File: src/rtl/cpu_pkg.sv
// Shared CPU front-end definitions: sequencer states, reset fetch address,
// PC increment and the redirect-source priority helper.
package cpu_pkg;

  localparam logic [31:0] CPU_RESET_PC = 32'h0000_3000;
  localparam logic [31:0] PC_INC       = 32'd4;
  localparam int          PERF_CNT_W   = 16;

  typedef enum logic [1:0] {
    ST_RUN      = 2'd0,
    ST_STALL    = 2'd1,
    ST_FLUSH    = 2'd2,
    ST_WAIT_MEM = 2'd3
  } pc_state_e;

  typedef struct packed {
    logic        valid;
    logic [31:0] target;
  } redirect_t;

  // jr outranks jump, which outranks a taken branch.
  function automatic redirect_t pick_redirect(
    input logic        jr_v,
    input logic [31:0] jr_t,
    input logic        jump_v,
    input logic [31:0] jump_t,
    input logic        br_v,
    input logic [31:0] br_t
  );
    redirect_t r;
    r.valid  = jr_v | jump_v | br_v;
    r.target = jr_v ? jr_t : (jump_v ? jump_t : br_t);
    return r;
  endfunction

endpackage

File: src/rtl/sat_counter.sv
// Up-counter that sticks at all-ones instead of wrapping; clear wins over inc.
module sat_counter #(
  parameter int WIDTH = 16
) (
  input  logic             clk,
  input  logic             clear,
  input  logic             inc,
  output logic [WIDTH-1:0] count
);

  localparam logic [WIDTH-1:0] ONE = {{(WIDTH-1){1'b0}}, 1'b1};

  logic [WIDTH-1:0] r_count;

  always_ff @(posedge clk) begin
    if (clear) begin
      r_count <= '0;
    end else if (inc && (r_count != '1)) begin
      r_count <= r_count + ONE;
    end
  end

  assign count = r_count;

endmodule

File: src/rtl/pc_sequencer.sv
// Next-PC selection and IF/ID control for the fetch stage, with a small FSM
// covering load-use stalls, post-redirect bubbles and instruction-memory waits.
module pc_sequencer
  import cpu_pkg::*;
#(
  parameter logic [31:0] RESET_PC = CPU_RESET_PC
) (
  input  logic        clk,
  input  logic        reset,
  input  logic [31:0] pc_cur,
  input  logic        imem_ready,
  input  logic        load_use,
  input  logic        br_taken,
  input  logic [31:0] br_target,
  input  logic        jump,
  input  logic [31:0] jump_target,
  input  logic        jr,
  input  logic [31:0] jr_target,
  output logic [31:0] next_pc,
  output logic        pc_we,
  output logic        flush_if,
  output logic        stall_id,
  output logic [15:0] redirect_cnt,
  output logic [15:0] stall_cnt
);

  pc_state_e r_state;
  redirect_t r_pend;

  pc_state_e   w_state_next;
  redirect_t   w_pend_next;
  redirect_t   w_redir;
  redirect_t   w_take;
  logic        w_redir_apply;
  logic        w_stall_inc;
  logic [31:0] w_seq_pc;

  assign w_seq_pc = pc_cur + PC_INC;
  assign w_redir  = pick_redirect(jr, jr_target, jump, jump_target, br_taken, br_target);
  // A redirect latched earlier in the wait belongs to an older instruction, so it wins.
  assign w_take   = r_pend.valid ? r_pend : w_redir;

  always_comb begin
    next_pc       = w_seq_pc;
    pc_we         = 1'b1;
    flush_if      = 1'b0;
    stall_id      = 1'b0;
    w_state_next  = ST_RUN;
    w_pend_next   = r_pend;
    w_redir_apply = 1'b0;

    if (reset) begin
      next_pc     = RESET_PC;
      flush_if    = 1'b1;
      w_pend_next = '0;
    end else begin
      case (r_state)
        ST_WAIT_MEM: begin
          w_state_next = ST_WAIT_MEM;
          if (load_use) begin
            pc_we    = 1'b0;
            stall_id = 1'b1;
          end else begin
            if (!r_pend.valid && w_redir.valid) begin
              w_pend_next = w_redir;
            end
            if (imem_ready) begin
              w_pend_next = '0;
              if (w_take.valid) begin
                next_pc       = w_take.target;
                flush_if      = 1'b1;
                w_redir_apply = 1'b1;
                w_state_next  = ST_FLUSH;
              end else begin
                w_state_next = ST_RUN;
              end
            end else begin
              pc_we    = 1'b0;
              flush_if = 1'b1;
            end
          end
        end

        // ID holds a bubble here, so any redirect request is stale.
        ST_FLUSH: begin
          if (load_use) begin
            pc_we        = 1'b0;
            stall_id     = 1'b1;
            w_state_next = ST_STALL;
          end else if (!imem_ready) begin
            pc_we        = 1'b0;
            flush_if     = 1'b1;
            w_state_next = ST_WAIT_MEM;
          end
        end

        // STALL with load_use low is evaluated exactly like RUN.
        default: begin
          if (load_use) begin
            pc_we        = 1'b0;
            stall_id     = 1'b1;
            w_state_next = ST_STALL;
          end else if (w_redir.valid) begin
            next_pc       = w_redir.target;
            flush_if      = 1'b1;
            w_redir_apply = 1'b1;
            w_state_next  = ST_FLUSH;
          end else if (!imem_ready) begin
            pc_we        = 1'b0;
            flush_if     = 1'b1;
            w_state_next = ST_WAIT_MEM;
          end
        end
      endcase
    end
  end

  always_ff @(posedge clk) begin
    if (reset) begin
      r_state <= ST_RUN;
      r_pend  <= '0;
    end else begin
      r_state <= w_state_next;
      r_pend  <= w_pend_next;
    end
  end

  assign w_stall_inc = stall_id | (r_state == ST_WAIT_MEM);

  sat_counter #(.WIDTH(PERF_CNT_W)) u_redirect_cnt (
    .clk   (clk),
    .clear (reset),
    .inc   (w_redir_apply),
    .count (redirect_cnt)
  );

  sat_counter #(.WIDTH(PERF_CNT_W)) u_stall_cnt (
    .clk   (clk),
    .clear (reset),
    .inc   (w_stall_inc),
    .count (stall_cnt)
  );

endmodule

File: config.mk
export PLATFORM = sky130hd
export DESIGN_NAME = pc_sequencer
export DESIGN_NICKNAME = d
export VERILOG_FILES = /design/src/rtl/cpu_pkg.sv /design/src/rtl/sat_counter.sv /design/src/rtl/pc_sequencer.sv
export SDC_FILE = /design/constraint.sdc
export NUM_CORES = 1
export LEC_CHECK = 0
export BUFFER_PORTS_ARGS = -buffer_cell sky130_fd_sc_hd__buf_2
export CAP_MARGIN = 20
export CORE_ASPECT_RATIO = 1.5
export CORE_MARGIN = 2
export CORE_UTILIZATION = 46
export CTS_BUF_LIST = sky130_fd_sc_hd__clkbuf_4 sky130_fd_sc_hd__clkbuf_8
export CTS_CLUSTER_SIZE = 8
export DETAILED_ROUTE_END_ITERATION = 10
export PLACE_DENSITY = 0.79
export SETUP_SLACK_MARGIN = 0.2
export SYNTH_ARGS = -nofsm -noshare
export SYNTH_HDL_FRONTEND = slang
export SYNTH_SLANG_ARGS = --single-unit
File: constraint.sdc
create_clock -name clk -period 1.8 [get_ports clk]
set_input_delay 0.27 -clock clk [delete_from_list [all_inputs] [get_ports clk]]
set_output_delay 0.27 -clock clk [all_outputs]
set_load 0.03 [all_outputs]
==> metrics.md, run 1 <==
| Metric | Value |
|---|---|
| Global Route Usage Sum | `slightly below 80%` |
| Die W | `90.2 µm` |
| Die height | `about 130 µm` |
| Clock Sink Count | `67` |
| Ys flop type | `dfxtp_1` |
| Pin count of the biggest net entering global routing | `42` |
| Top Ports | `202` |
| Yosys cell types | `65` |
| Synth Instances | `649` |
| FFs w/ async S/R, synth | `0%` |
| EDFF count, synth | `0` |
| Starting Density | `46.8%` |
| CTS Hold Buffers Added | `0` |
| # rows | `47` |
| #FFs+latches synth | `67` |
| Halt Stage | `global routing (5_1_grt)` |
| Overflow after GRT | `around 120` |
| Syn Area/Cell | `~7.9 µm²` |
| Grt repair worst endpoint | `next_pc[19]` |
| Cell Area, Synth | `between 5000 and 6000 µm²` |
| CTS max path bufs | `2` |
| H-tree depth | `3` |
| Root buffer cell | `clkbuf_8` |
| Buffers on Ports | `about 200` |
| CTS Buf Count | `9` |
| Worst EP kind | `output port` |
| Synth Net Count | `about 790` |
| Gpl congestion | `between 0.9 and 1` |
| Dpl hpwl | `~16000 µm` |
| Status | `stopped before the end` |
| Ys Warns | `0` |
| Stop Error | `[ERROR GRT-0232] Routing congestion too high. Check the congestion heatmap in the GUI.` |
| Seq/Total Area, Yosys | `26.2%` |
## cell usage after synthesis, types with 7 or more instances
library cell,number,share of area (%)
nor2_1,98,7.2
dfxtp_1,67,26
a21oi_1,57,5.6
mux2i_1,38,7.4
xnor2_1,34,5.8
nand2_1,33,2.4
o21ai_0,33,3.2
mux2_2,29,6.4
clkbuf_1,24,1.8
nand3_1,20,2.0
nor3_1,18,1.8
buf_2,14,1.4
nand4_1,14,1.7
xor2_1,12,2.1
a221oi_1,10,1.7
nor4_1,10,1.2
a211oi_1,9,1.3
a221oi_2,9,2.6
inv_1,9,0.66
or3_1,9,1.1
a2bb2oi_1,7,1.2
## per-layer routing
metal  global-route usage (%)  GRT overflow
met1                     72.2             0
met3                     57.7             3
met5                     16.3             0
met4                     94.1            58
met2                     98.9            60
## logic make-up after synthesis
family	count (synthesis)	synth area share [%]
adders and majority gates	3	0.733
and+or+nand+nor	250	24.9
AOI/OAI and AO/OA	158	20.9
buffers and inverters	57	5.33
xor gates and xnor gates	46	7.87
DFF	67	26.2
muxes	68	14.0
## through the flow
step                      cell area, µm²  setup slack [ns]  std cells
after floorplan                     6030            -0.208        649
after global placement              7970            -0.457       1087
after detailed placement            7970            -0.534       1087
after CTS                           9560            -0.418       1146
## timing repair
action | in CTS
cloned | 9
buffers inserted | 34
pin swaps | 35
gates resized for setup | 218
setup endpoints to repair | 96
==> run 2: changes to the inputs <==
Settings changed: CORE_ASPECT_RATIO 1.5 to default, CORE_UTILIZATION 46 to 40, CTS_BUF_LIST sky130_fd_sc_hd__clkbuf_4 sky130_fd_sc_hd__clkbuf_8 to default, CTS_CLUSTER_SIZE 8 to default, PLACE_DENSITY 0.79 to default, PLACE_DENSITY_LB_ADDON from default to 0.15, SETUP_SLACK_MARGIN 0.2 to default.
Clock period 1.8 ns to 2.3 ns, I/O delays scaled along.
==> run 2 against run 1 <==
The flow now finishes, with violations (negative setup slack). Area after synthesis is the same. Synthesized cell count is the same.
==> metrics.md, run 2 <==
| Metric | Value |
|---|---|
| Critical-path maximum fanout | `5` |
| Vias per inst | `5.54` |
| Global Route Usage Sum | `between 20% and 30%` |
| Largest register FFs | `33` |
| Overflow after GRT | `0` |
| Top reg by flops | `r_pend` |
| Dpl hpwl | `12900 µm` |
| Global routing usage on met1 | `32.5%` |
| Final hold vios | `0` |
| Unrepaired setup endpoints after global routing | `true` |
| Most crowded layer after global routing | `met2` |
| Top Ports | `202` |
| Final hold slack | `0.429 ns` |
| Clk pin slew, worst setup/hold paths | `0.06 ns` |
| Layout cells sized above 1 | `48.2%` |
| Worst Setup Path Type | `in2out` |
| Slowest library cell on the worst path | `or4_4` |
| Core area | `12600 µm²` |
| Peak supply drop | `0.338 mV` |
| Ys flop type | `dfxtp_1` |
| CTS max path bufs | `2` |
| Synth top cells by count | `98 x nor2_1, 67 x dfxtp_1, 57 x a21oi_1` |
| Yosys top cell by area | `dfxtp_1` |
| EDFF count, synth | `0` |
| Yosys cell types | `65` |
| Family with the most delay on the worst path | `simple AND/OR/NAND/NOR gates` |
| CTS Hold Buffers Added | `0` |
| Routed vias | `6016` |
| Final Critical Period | `2.36 ns` |
| Commonest non-fill, non-tap cell in the layout | `buf_2` |
| CTS Buf Count | `9` |
| Die height | `approximately 120 µm` |
| Levels on crit path | `7` |
| Hold Crit Class | `in2reg` |
| Nets | `roughly 1.0k` |
| Worst Setup Start Kind | `input port` |
| H-tree depth | `3` |
| Ys Warns | `0` |
| Synth Net Count | `787` |
| Per-cell routed wire length | `16.8 µm` |
| Gpl congestion | `0.883` |
| Seq/Total Area, Yosys | `between 20% and 30%` |
| Worst Path Buf+Inv | `2` |
| Number of detailed-route iterations in the first pass | `5` |
| Drt drc | `0` |
| Commonest non-fill, non-tap cells in the layout | `167 x buf_2, 96 x nor2_1, 93 x buf_4` |
| Buffers on Ports | `201` |
| Synth top area cells | `dfxtp_1 26%, mux2i_1 7.4%, nor2_1 7.2%` |
| Status | `finished with violations` |
| Share of the synthesized area in the top cell type | `26.2%` |
| Syn Area/Cell | `7.89 µm²` |
| Pre-CTS setup slack | `-0.245 ns` |
| Final ANT Viol Nets | `0` |
| Critical Path RT | `roughly 2.0 ns` |
| CTS tree | `done` |
| Setup Viol. Count Final | `9` |
| Initial antenna violation count | `0` |
| CP cell instances | `buf_8 -> nand4_4 -> or4_4 -> nor3_4 -> xnor2_2 -> a221oi_4 -> buf_6` |
| Power Dens Cells | `~460 nW/µm²` |
| Pin count of the biggest net entering global routing | `45` |
| Ant diodes | `0` |
| Start point of the critical path | `pc_cur[5]` |
| Routed wire length | `18200 µm` |
| Final core area utilization | `63.5%` |
| Die W | `117 µm` |
| Clk pwr share | `between 30 and 40%` |
| Max frequency | `424 MHz` |
| CP max stage delay | `between 0.6 and 0.7 ns` |
| Detailed router's first-iteration violation count | `285` |
| Flop2flop setup slack | `0.14 ns` |
| Root buffer cell | `clkbuf_16` |
| Area Overhead vs Synth | `55.9%` |
| Total power | `3.69 mW` |
| FFs w/ async S/R, synth | `0%` |
| Reg2Reg Depth | `9` |
| Most common cell in the synthesized netlist | `nor2_1` |
| Clock latency on the worst-skew pair | `0.33 ns` |
| Internal power | `2.49 mW` |
| Starting Density | `slightly above 40%` |
| Slew headroom | `48.5%` |
| Clock Sink Count | `67` |
| Pleak | `3.41 nW` |
| Setup ws final | `-0.0584 ns` |
| Ratio of final minimum period to clock period | `103%` |
| FF-to-FF End | `u_redirect_cnt.count[12]` |
| Layout Skew | `0.00433 ns` |
| Global Route met2 Usage | `44.0%` |
| Logic pwr share | `31.7%` |
| # rows | `between 40 and 50` |
| First-pass GRT wire length | `27400 µm` |
| Die area | `13700 µm²` |
| Psw | `1.20 mW` |
| Max-slew violations | `0` |
| Worst setup EP type | `output port` |
| #FFs+latches synth | `67` |
| Failing checks | `negative setup slack` |
| Cell Area, Synth | `slightly above 5000 µm²` |
| Crit path capture | `next_pc[29]` |
| Number of global-route vias before repair | `approximately 5.6k` |
| Worst-margin pin slew | `0.766 ns` |
| Synth Instances | `649` |
| Flop pwr share | `32.6%` |
| Sw Share | `32.6%` |
| Max_cap viols | `0` |
| GR met3 Demand/Resource | `between 4 and 5%` |
| CP Data Arrival Time | `2.01 ns` |
| R2r startpoint | `r_state[1]` |
## run 2: cell counts after synthesis
Identical to the previous run, type by type.
## run 2: cell type report
class | count | area [µm²]
Clock buffer | 10 | 239
Clock inverter | 6 | 48.8
Fill cell | 1069 | 4580
Inverter | 11 | 45.0
Multi-Input combinational cell | 526 | 4100
Sequential cell | 67 | 1350
Tap cell | 172 | 215
Timing Repair Buffer | 293 | 2000
## run 2: layer usage
layer | vias up | wire (µm)
met2 | 241 | 8830
met4 | 0 | 418
li1 | 2917 | -
met1 | 2827 | 7820
met3 | 31 | 1180
met5 | - | 0
## run 2: how the worst min path moves through the flow
stage / startpoint / to / slack [ns] / cells past startpoint
6_report: reset / u_stall_cnt.count[14] / 0.43 / 2
3_3_place_gp: r_pend[1] / r_pend[1] / 0.46 / 2
2_1_floorplan: r_pend[0] / r_pend[0] / 0.45 / 2
4_1_cts: reset / u_stall_cnt.count[11] / 0.43 / 2
5_1_grt: reset / u_stall_cnt.count[12] / 0.44 / 2
3_5_place_dp: r_pend[3] / r_pend[3] / 0.46 / 2
## run 2: cell families (layout without fill, tap and decap cells)
group / count (synthesis) / after routing / share of synthesized area (%)
compound gates: 158 / 158 / 20.9
buf+inv: 57 / 320 / 5.33
simple gates: 250 / 251 / 24.9
xor+xnor: 46 / 46 / 7.87
fa+ha+maj: 3 / 3 / 0.733
flops: 67 / 67 / 26.2
mux: 68 / 68 / 14.0
## run 2: what timing repair did
action,in CTS,in global routing
pin swaps,23,22
setup buffers,15,10
setup endpoints to repair,32,35
gates cloned,4,0
resized for setup,97,81
## run 2: worst reg2reg max path, delay by kind of cell (launching register included)
kind            cells  cell delay (ns)
compound gates      1             0.26
xor+xnor            1             0.15
buf+inv             4             0.59
simple gates        3             0.73
flops               1             0.34
## run 2: per-stage QoR
step,setup TNS [ns],cell area (µm²),instances
finish,-0.234,7990,1085
global route,-1.56,7990,1085
CTS,-0.937,7590,1076
detailed placement,-4.34,6790,1042
global placement,-4.02,6780,1041
floorplan,-0.0612,5260,649
## run 2: power groups by stage
stage / registers, mW / logic, mW / clock network, mW
after floorplan: 1.24 / 0.563 / 0
after global placement: 1.22 / 0.935 / 0
after detailed placement: 1.23 / 0.953 / 0
after CTS: 1.20 / 1.09 / 1.35
after global routing: 1.20 / 1.25 / 1.41
final: 1.20 / 1.17 / 1.32
Note: power is estimated with default switching activity, not from simulation.
